==> src/rtl/uctl_aon_pwr_ctrl.sv <==
// Always-on power controller: takes the core to power-down after a held bus
// suspend and brings it back on bus activity or a software remote-wakeup.
module uctl_aon_pwr_ctrl #(
  parameter int CNT_WD = 16
) (
  input  logic              aon_clk,
  input  logic              aon_rst,
  input  logic              sw_rst,
  input  logic              suspend_en,
  input  logic              core_suspend,
  input  logic [CNT_WD-1:0] pd_delay,
  input  logic              core_pd_ack,
  input  logic              bus_activityIrq,
  input  logic              sw_wakeup,
  input  logic [CNT_WD-1:0] wake_settle,
  output logic              pd_req,
  output logic              power_down,
  output logic              wakeup_irq,
  output logic [1:0]        wake_src,
  output logic [2:0]        pwr_state
);

  typedef enum logic [2:0] {
    ST_ACTIVE    = 3'd0,
    ST_SUSP_WAIT = 3'd1,
    ST_PD_REQ    = 3'd2,
    ST_DOWN      = 3'd3,
    ST_WAKE      = 3'd4
  } pwr_state_e;

  pwr_state_e        state_q, state_d;
  logic [CNT_WD-1:0] cnt_q, cnt_d;
  logic              pd_req_q, pd_req_d;
  logic              power_down_q, power_down_d;
  logic              wakeup_irq_q, wakeup_irq_d;
  logic [1:0]        wake_src_q, wake_src_d;

  logic suspend_ok;
  logic wake_evt;

  assign suspend_ok = suspend_en & core_suspend;
  assign wake_evt   = bus_activityIrq | sw_wakeup;

  always_comb begin
    state_d      = state_q;
    cnt_d        = cnt_q;
    wake_src_d   = wake_src_q;
    wakeup_irq_d = 1'b0;

    unique case (state_q)
      ST_ACTIVE: begin
        if (suspend_ok) begin
          state_d = ST_SUSP_WAIT;
          cnt_d   = '0;
        end
      end
      ST_SUSP_WAIT: begin
        if (!suspend_ok) begin
          state_d = ST_ACTIVE;
          cnt_d   = '0;
        end else if (cnt_q == pd_delay) begin
          state_d = ST_PD_REQ;
          cnt_d   = '0;
        end else begin
          cnt_d = cnt_q + CNT_WD'(1);
        end
      end
      ST_PD_REQ: begin
        // Any abort reason outranks an acknowledge arriving in the same cycle.
        if (!suspend_ok || wake_evt) begin
          state_d = ST_ACTIVE;
          cnt_d   = '0;
        end else if (core_pd_ack) begin
          state_d = ST_DOWN;
          cnt_d   = '0;
        end
      end
      ST_DOWN: begin
        if (wake_evt) begin
          state_d    = ST_WAKE;
          cnt_d      = '0;
          wake_src_d = {sw_wakeup, bus_activityIrq};
        end
      end
      ST_WAKE: begin
        if (cnt_q == wake_settle) begin
          state_d      = ST_ACTIVE;
          cnt_d        = '0;
          wakeup_irq_d = 1'b1;
        end else begin
          cnt_d = cnt_q + CNT_WD'(1);
        end
      end
      default: begin
        state_d = ST_ACTIVE;
        cnt_d   = '0;
      end
    endcase

    if (sw_rst) begin
      state_d      = ST_ACTIVE;
      cnt_d        = '0;
      wake_src_d   = 2'b00;
      wakeup_irq_d = 1'b0;
    end

    // Outputs are decoded from the state being entered so they line up with it.
    pd_req_d     = (state_d == ST_PD_REQ);
    power_down_d = (state_d == ST_DOWN);
  end

  always_ff @(posedge aon_clk or posedge aon_rst) begin
    if (aon_rst) begin
      state_q      <= ST_ACTIVE;
      cnt_q        <= '0;
      pd_req_q     <= 1'b0;
      power_down_q <= 1'b0;
      wakeup_irq_q <= 1'b0;
      wake_src_q   <= 2'b00;
    end else begin
      state_q      <= state_d;
      cnt_q        <= cnt_d;
      pd_req_q     <= pd_req_d;
      power_down_q <= power_down_d;
      wakeup_irq_q <= wakeup_irq_d;
      wake_src_q   <= wake_src_d;
    end
  end

  assign pd_req     = pd_req_q;
  assign power_down = power_down_q;
  assign wakeup_irq = wakeup_irq_q;
  assign wake_src   = wake_src_q;
  assign pwr_state  = state_q;

endmodule

==> config.mk <==
export PLATFORM = sky130hd
export DESIGN_NAME = uctl_aon_pwr_ctrl
export DESIGN_NICKNAME = d
export VERILOG_FILES = /design/src/rtl/uctl_aon_pwr_ctrl.sv
export SDC_FILE = /design/constraint.sdc
export NUM_CORES = 1
export LEC_CHECK = 0
export ABC_AREA = 1
export CAP_MARGIN = 0
export CORE_ASPECT_RATIO = 1.1
export CORE_UTILIZATION = 43
export DETAILED_ROUTE_END_ITERATION = 10
export PLACE_DENSITY = 0.7
export SYNTH_ARGS = -nofsm -noshare
export SYNTH_HDL_FRONTEND = slang
export SYNTH_SLANG_ARGS = --single-unit
==> constraint.sdc <==
create_clock -name aon_clk -period 2.5 [get_ports aon_clk]
set_input_delay 0.25 -clock aon_clk [delete_from_list [all_inputs] [get_ports aon_clk]]
set_output_delay 0.25 -clock aon_clk [all_outputs]
set_load 0.01 [all_outputs]
==> PnR_summary.wiki, run 1 <==
{| class="wikitable"
! Metric !! Value
|-
| Clock Skew || approximately 0.0015 ns
|-
| Worst Setup End Kind || flop
|-
| Pin count of the biggest net entering global routing || 25
|-
| Most common library cell in the layout ignoring fill and taps || nand2_1
|-
| R2R depth || 10
|-
| Overall die area || a little over 5000 um2
|-
| Power density over the cells || roughly 320 nW/um2
|-
| Worst setup path startpoint || sw_rst
|-
| Root buffer selected by CTS || clkbuf_8
|-
| Y dimension of the die || 74.8 um
|-
| Initial core utilization || 44.5%
|-
| Syn-to-layout area delta || 26.4%
|-
| Clock transition at the registers of the reported paths || 0.08 ns
|-
| Count of inserted antenna diode cells || 0
|-
| Site Rows || 26
|-
| First-pass GRT wire length || 7.66 mm
|-
| Clock tree from TritonCTS || done
|-
| First-pass iteration count of the detailed router || 4
|-
| Data required time of the worst path || 2.65 ns
|-
| Synth area leaders || dfrtp_1 (29%), nand2_1 (27%), inv_1 (7.8%), nor2_1 (7.3%), a21oi_2 (4.2%)
|-
| Leakage power total || 1.33 nW
|-
| Count of routing violations after the opening detailed-route iteration || 84
|-
| Flop and latch count out of synthesis || 24
|-
| Setup Crit Path Kind || in2reg
|-
| Count of buffers added by post-CTS timing repair for setup || 0
|-
| Synthesized area per cell || ~5.9 um2
|-
| Most used cells in the layout excluding fill and tap cells || nand2_1 (148), clkdlybuf4s50_1 (47), inv_1 (43)
|-
| Number of clock sinks || 24
|-
| Post-synthesis cell area || 2070 um2
|-
| Total wire length after detailed routing || 4.62 mm
|-
| IO Count || 48
|-
| Via count of the first global-routing pass || 1895
|-
| Origin of the critical flop-to-flop path || pwr_state[2]
|-
| Maximum buffer depth of the clock tree || 2
|-
| Fin. max-slew vios || 0
|-
| Slew at the pin closest to its max-slew limit || 0.317 ns
|-
| Run status || completed
|-
| Count of cell types in the netlist || 25
|-
| Top-area cell type share of the netlist area || 29.0%
|-
| Core area || 4650 um2
|-
| Count of input and output buffers || 47
|-
| Syn Nets || 392
|-
| Total clock buffers created by CTS || 3
|-
| Critical Path, Cell by Cell || clkdlybuf4s50_1 > inv_2 > nand4_1 > nand2_1 > nor2_4 > buf_4 > nand3_1 > xor2_1 > a21oi_2
|-
| Maximum Capacitance Violations || 0
|-
| Maximum frequency from static timing analysis || ~0.55 GHz
|-
| Worst hold path type || in2async
|-
| Unrepaired setup endpoints after global routing || false
|-
| Proportion of layout cells with a drive suffix above 1 || 11.8%
|-
| Number of warnings reported in the yosys synthesis log || 0
|-
| Fraction of the yosys area taken by sequential cells || 29.0%
|-
| Avg WL per Cell || roughly 10 um
|-
| Overall overflow remaining after global route || 0
|-
| H-tree depth || 1
|-
| Worst skew pair latency || 0.27 ns
|-
| Post-DR vias/cell || ~4.7
|-
| Cell at the slowest stage of the critical path || clkdlybuf4s50_1
|-
| Normalized max-slew margin || 78.7%
|-
| DP Wirelength || 3.62 mm
|-
| Worst-path maximum fanout || 11
|-
| Routed via count || 2124
|-
| DIE WIDTH || 68.2 um
|-
| Hold buffer count at cts || 0
|-
| Final setup vio count || 0
|-
| Startpoint type of the worst setup path || primary input
|-
| Fin. Hold Viols || 0
|-
| Total of cells resized after clock tree synthesis || 0
|-
| Yosys top cell by area || dfrtp_1
|-
| Data arrival at the endpoint of the critical path || approximately 2.0 ns
|-
| Remaining design rule violation count || 0
|-
| GPL Wtd Cong || 0.868
|-
| R2R setup slack || about 0.73 ns
|-
| IR drop worst, VDD || between 0.0002 and 0.0003 V
|-
| Minimum clock period after layout || 1.81 ns
|-
| Number of nets still failing antenna checks after routing || 0
|-
| Largest stage delay, worst path || about 0.55 ns
|-
| Gr usage total || 19.8%
|-
| Post-Synthesis Cells || 351
|-
| Antenna violations before repair || 0
|-
| Final setup TNS || 0 ns
|-
| Power Total || 0.835 mW
|-
| Nets@finish || about 440
|-
| Final period utilization || between 70% and 80%
|}
[final timing paths]
| check | endpoint |
|---|---|
| setup / recovery | cnt_q[13] |
| hold / removal | pd_req |
| setup reg to reg | cnt_q[13] |
| hold reg to reg | wake_src[0] |
| max in group asynchronous | wakeup_irq |
| min in group aon_clk | wake_src[0] |
[cells in the mapped netlist (all sizes together)]
cell type    n
a21oi       12
nand4        6
inv         63
nor3         7
dfrtp       24
xor2         9
buf          7
nor2        46
nand3       14
xnor2        1
o21ai        9
nand2      151
nor4         1
ha           1
[power breakdown]
part | switching, mW | total [mW] | internal [mW]
clock network | 0.122 | 0.230 | 0.108
logic | 0.0984 | 0.199 | 0.101
registers | 0.0102 | 0.406 | 0.396
total | 0.230 | 0.835 | 0.604
[sequential cells by signal, indices dropped and copies added, names as in the netlist]
signal / count
wakeup_irq: 1
cnt_q: 16
pd_req: 1
wake_src: 2
pwr_state: 3
power_down: 1
[area by class of cell]
class / instances / area (um2)
fill: 484 / 2030
multi-input combinational: 257 / 1170
sequential: 24 / 601
timing repair buffer: 51 / 500
inverter: 63 / 236
tap: 56 / 70.1
clock buffer: 3 / 41.3
[cells by family (layout without fill, tap and decap cells)]
family	count (synthesis)	after routing	share of synthesized area, %
AOI/OAI and AO/OA	21	21	6.89
xor gates and xnor gates	10	10	4.23
adders and majority gates	1	1	0.604
DFF	24	24	29.0
and+or+nand+nor	225	225	44.7
buffers and inverters	70	117	14.6
[per-stage QoR]
step	utilization (%)	cells	hold WS (ns)	setup WS (ns)	instance area, um2
after global routing	56.3	454	0.365	0.554	2620
after detailed placement	55.4	451	0.519	0.395	2580
after global placement	55.4	451	0.536	0.475	2580
after floorplan	-	351	0.265	1.01	2070
after CTS	56.3	454	0.338	0.683	2620
final	56.3	454	0.316	0.688	2620
[critical path: cells and delay by family]
kind | cells | cell delay (ns)
AOI/OAI and AO/OA | 1 | 0.04
xor gates and xnor gates | 1 | 0.18
buffers and inverters | 3 | 0.92
and+or+nand+nor | 4 | 0.56
[layer usage]
| metal | GRT usage [%] | up-vias | wire length, um | share of wire, % |
|---|---|---|---|---|
| li1 | - | 1152 | - | - |
| met1 | 24.8 | 913 | 2200 | 48 |
| met2 | 34.4 | 50 | 2130 | 46 |
| met3 | 2.12 | 9 | 198 | 4.3 |
| met4 | 7.64 | 0 | 97 | 2.1 |
| met5 | 0 | - | 0 | 0 |
No activity file was read; power rests on OpenSTA's default activity.
==> run 2: changes to the inputs <==
Clock period 2.5 ns to 1.9 ns, I/O delays scaled along.
==> PnR_summary.wiki, run 2 (same netlist as run 1, synthesis figures left out) <==
{| class="wikitable"
! Metric !! Value
|-
| Setup Crit Path Kind || reg2reg (was in2reg)
|-
| Via count of the first global-routing pass || 1967 (was 1895)
|-
| Sequential cell fraction of total power || 46.2% (was 48.6%)
|-
| Avg WL per Cell || 10.2 um (about the same)
|-
| Kind of cell adding the most delay to the critical path || simple AND/OR/NAND/NOR gates (was buffers and inverters)
|-
| Unrepaired setup endpoints after global routing || false (unchanged)
|-
| Count of input and output buffers || 47 (unchanged)
|-
| GPL Wtd Cong || 0.856 (was 0.868)
|-
| Clock Skew || 0.00588 ns (was 0.00151 ns)
|-
| Worst skew pair latency || 0.27 ns (about the same)
|-
| Data required time of the worst path || 2.06 ns (was 2.65 ns)
|-
| Flip-flop count of the largest register after layout || 16 (unchanged)
|-
| H-tree depth || 1 (unchanged)
|-
| Routed via count || 2153 (was 2124)
|-
| Power density over the cells || 437 nW/um2 (was 319 nW/um2)
|-
| Total of cells resized after clock tree synthesis || 0 (unchanged)
|-
| Area taken by multi-input logic gates || 1170 um2 (unchanged)
|-
| Run status || completed (unchanged)
|-
| Overall die area || 5100 um2 (unchanged)
|-
| Minimum clock period after layout || 1.71 ns
|-
| Final setup vio count || 0 (unchanged)
|-
| Fin. Hold Viols || 0 (unchanged)
|-
| Post-DR vias/cell || 4.73 (was 4.68)
|-
| Final period utilization || around 90%
|-
| Largest stage delay, worst path || 0.44 ns (was 0.55 ns)
|-
| Gate power share || 22.8% (was 23.9%)
|-
| First-pass GRT wire length || 7.85 mm (was 7.66 mm)
|-
| Data arrival at the endpoint of the critical path || 1.87 ns (was 1.97 ns)
|-
| Nets@finish || 441 (unchanged)
|-
| Net switching power figure || 0.315 mW (was 0.230 mW)
|-
| Startpoint type of the worst setup path || flop (was primary input)
|-
| R2R setup slack || 0.19 ns (was 0.73 ns)
|-
| Total area of sequential cells || 601 um2 (unchanged)
|-
| Count of buffers added by post-CTS timing repair for setup || 0 (unchanged)
|-
| Clock tree from TritonCTS || done (unchanged)
|-
| Y dimension of the die || 74.8 um (unchanged)
|-
| Number of clock sinks || 24 (unchanged)
|-
| Syn-to-layout area delta || 27.7% (was 26.4%)
|-
| Overall overflow remaining after global route || 0 (unchanged)
|-
| Gr usage total || 20.0% (was 19.8%)
|-
| Clock share of power || 30.9% (was 27.5%)
|-
| DP Wirelength || 3.63 mm (was 3.62 mm)
|-
| Most common library cell in the layout ignoring fill and taps || nand2_1 (unchanged)
|-
| Maximum Capacitance Violations || 0 (unchanged)
|-
| Register ranked first by flip-flop count || cnt_q (unchanged)
|-
| Total wire length after detailed routing || 4.64 mm (was 4.62 mm)
|-
| Count of inserted antenna diode cells || 0 (unchanged)
|-
| Number of nets still failing antenna checks after routing || 0 (unchanged)
|-
| Normalized max-slew margin || 74.2% (was 78.7%)
|-
| Number of cells after detailed placement || 451 (unchanged)
|-
| Leakage power total || 1.34 nW (was 1.33 nW)
|-
| Most frequent cell on the critical path || nand2_1
|-
| Fin. max-slew vios || 0 (unchanged)
|-
| Proportion of layout cells with a drive suffix above 1 || 12.0% (was 11.8%)
|-
| Site Rows || 26 (unchanged)
|-
| IR drop worst, VDD || 0.000246 V (was 0.000274 V)
|-
| Worst hold path type || in2async (unchanged)
|-
| Most used cells in the layout excluding fill and tap cells || nand2_1 (148), clkdlybuf4s50_1 (47), inv_1 (43) (unchanged)
|-
| Power Total || 1.15 mW (was 0.835 mW)
|-
| First-pass iteration count of the detailed router || 4 (unchanged)
|-
| Antenna violations before repair || 0 (unchanged)
|-
| R2R depth || 10 (unchanged)
|-
| Total clock buffers created by CTS || 3 (unchanged)
|-
| Core area || 4650 um2 (unchanged)
|-
| Maximum frequency from static timing analysis || 0.583 GHz
|-
| Net switching fraction of the power || 27.3% (was 27.6%)
|-
| Fillers || 477 (was 484)
|-
| Number of buffer and inverter instances along the worst setup path || 2 (was 3)
|-
| Placement Setup Slack || -0.0156 ns (was 0.395 ns)
|-
| IO Count || 48 (unchanged)
|-
| Core occupancy in the finished layout || 56.8% (was 56.3%)
|-
| Worst Setup End Kind || flop (unchanged)
|-
| Hold buffer count at cts || 0 (unchanged)
|-
| Total internal power || 0.840 mW (was 0.604 mW)
|-
| Final standard cell count with taps included and fillers excluded || 455 (was 454)
|-
| Count of routing violations after the opening detailed-route iteration || 102 (was 84)
|-
| Slew at the pin closest to its max-slew limit || 0.384 ns (was 0.317 ns)
|-
| Critical Path, Cell by Cell || inv_2 > nand2_1 > nor2_1 > nand2_1 > nor2_2 > nor2_4 > buf_12 > nand3_1 > xor2_1 > a21oi_2 (was clkdlybuf4s50_1 > inv_2 > nand4_1 > nand2_1 > nor2_4 > buf_4 > nand3_1 > xor2_1 > a21oi_2)
|-
| Cell at the slowest stage of the critical path || dfrtp_1 (was clkdlybuf4s50_1)
|-
| End of the worst register-to-register path || cnt_q[12] (was cnt_q[13])
|-
| Origin of the critical flop-to-flop path || pwr_state[2] (unchanged)
|-
| Maximum buffer depth of the clock tree || 2 (unchanged)
|-
| Initial core utilization || 44.5% (unchanged)
|-
| Pin count of the biggest net entering global routing || 25 (unchanged)
|-
| Worst-path maximum fanout || 23 (was 11)
|-
| Clock transition at the registers of the reported paths || 0.09 ns (was 0.08 ns)
|-
| Remaining design rule violation count || 0 (unchanged)
|-
| Root buffer selected by CTS || clkbuf_8 (unchanged)
|-
| Final worst setup slack || 0.186 ns (was 0.688 ns)
|-
| DIE WIDTH || 68.2 um (unchanged)
|}
## run 2: cell count changes in the layout (fill, tap and decap cells not counted)
cell | before | now
clkbuf_8 | 3 | 4
buf_12 | 0 | 1
buf_4 | 4 | 3
## run 2: routing by layer
layer	wire [um]	part of all wire, %	GRT usage [%]	vias up
met5	0	0	0	-
met4	76	1.6	5.32	0
met3	217	4.7	2.88	8
met2	2140	46	35.6	53
met1	2210	48	24.9	945
li1	-	-	-	1147
## run 2: worst reg2reg max path: cells and delay by family, from the launching register on
kind / cells / cell delay [ns]
AOI/OAI and AO/OA: 1 / 0.04
xor gates and xnor gates: 1 / 0.19
buffers and inverters: 2 / 0.24
DFF: 1 / 0.44
and+or+nand+nor: 6 / 0.69
## run 2: layout make-up
cell class,instances,area share [%]
multi-input cells,257,44.2
repair buffers,51,19.4
clock buffers,4,2.08
well taps,56,2.65
inverters,63,8.94
flip-flops and latches,24,22.7
## run 2: worst max-delay path by stage
stage	endpoint	start	slack, ns	depth (start not counted)
floorplan	cnt_q[9]	pwr_state[2]	0.41	10
global placement	cnt_q[5]	pd_delay[12]	0.06	12
detailed placement	cnt_q[2]	pd_delay[12]	-0.02	12
CTS	cnt_q[2]	cnt_q[5]	0.19	11
global route	cnt_q[5]	cnt_q[2]	0.02	11
finish	cnt_q[12]	pwr_state[2]	0.19	10
## run 2: power groups by stage
stage                     Clock, mW  Combinational (mW)  Sequential [mW]
after floorplan                   0               0.145            0.542
after detailed placement          0               0.264            0.544
after CTS                     0.359               0.266            0.534
final                         0.357               0.264            0.534
after global routing          0.384               0.297            0.536
after global placement            0               0.262            0.544
## run 2: per-stage QoR
stage	TNS (ns)	cell area [um2]	hold WS [ns]
after global routing	0	2640	0.305
after floorplan	0	2070	0.205
final	0	2640	0.258
after global placement	0	2590	0.511
after detailed placement	-0.0309	2590	0.516
after CTS	0	2640	0.271
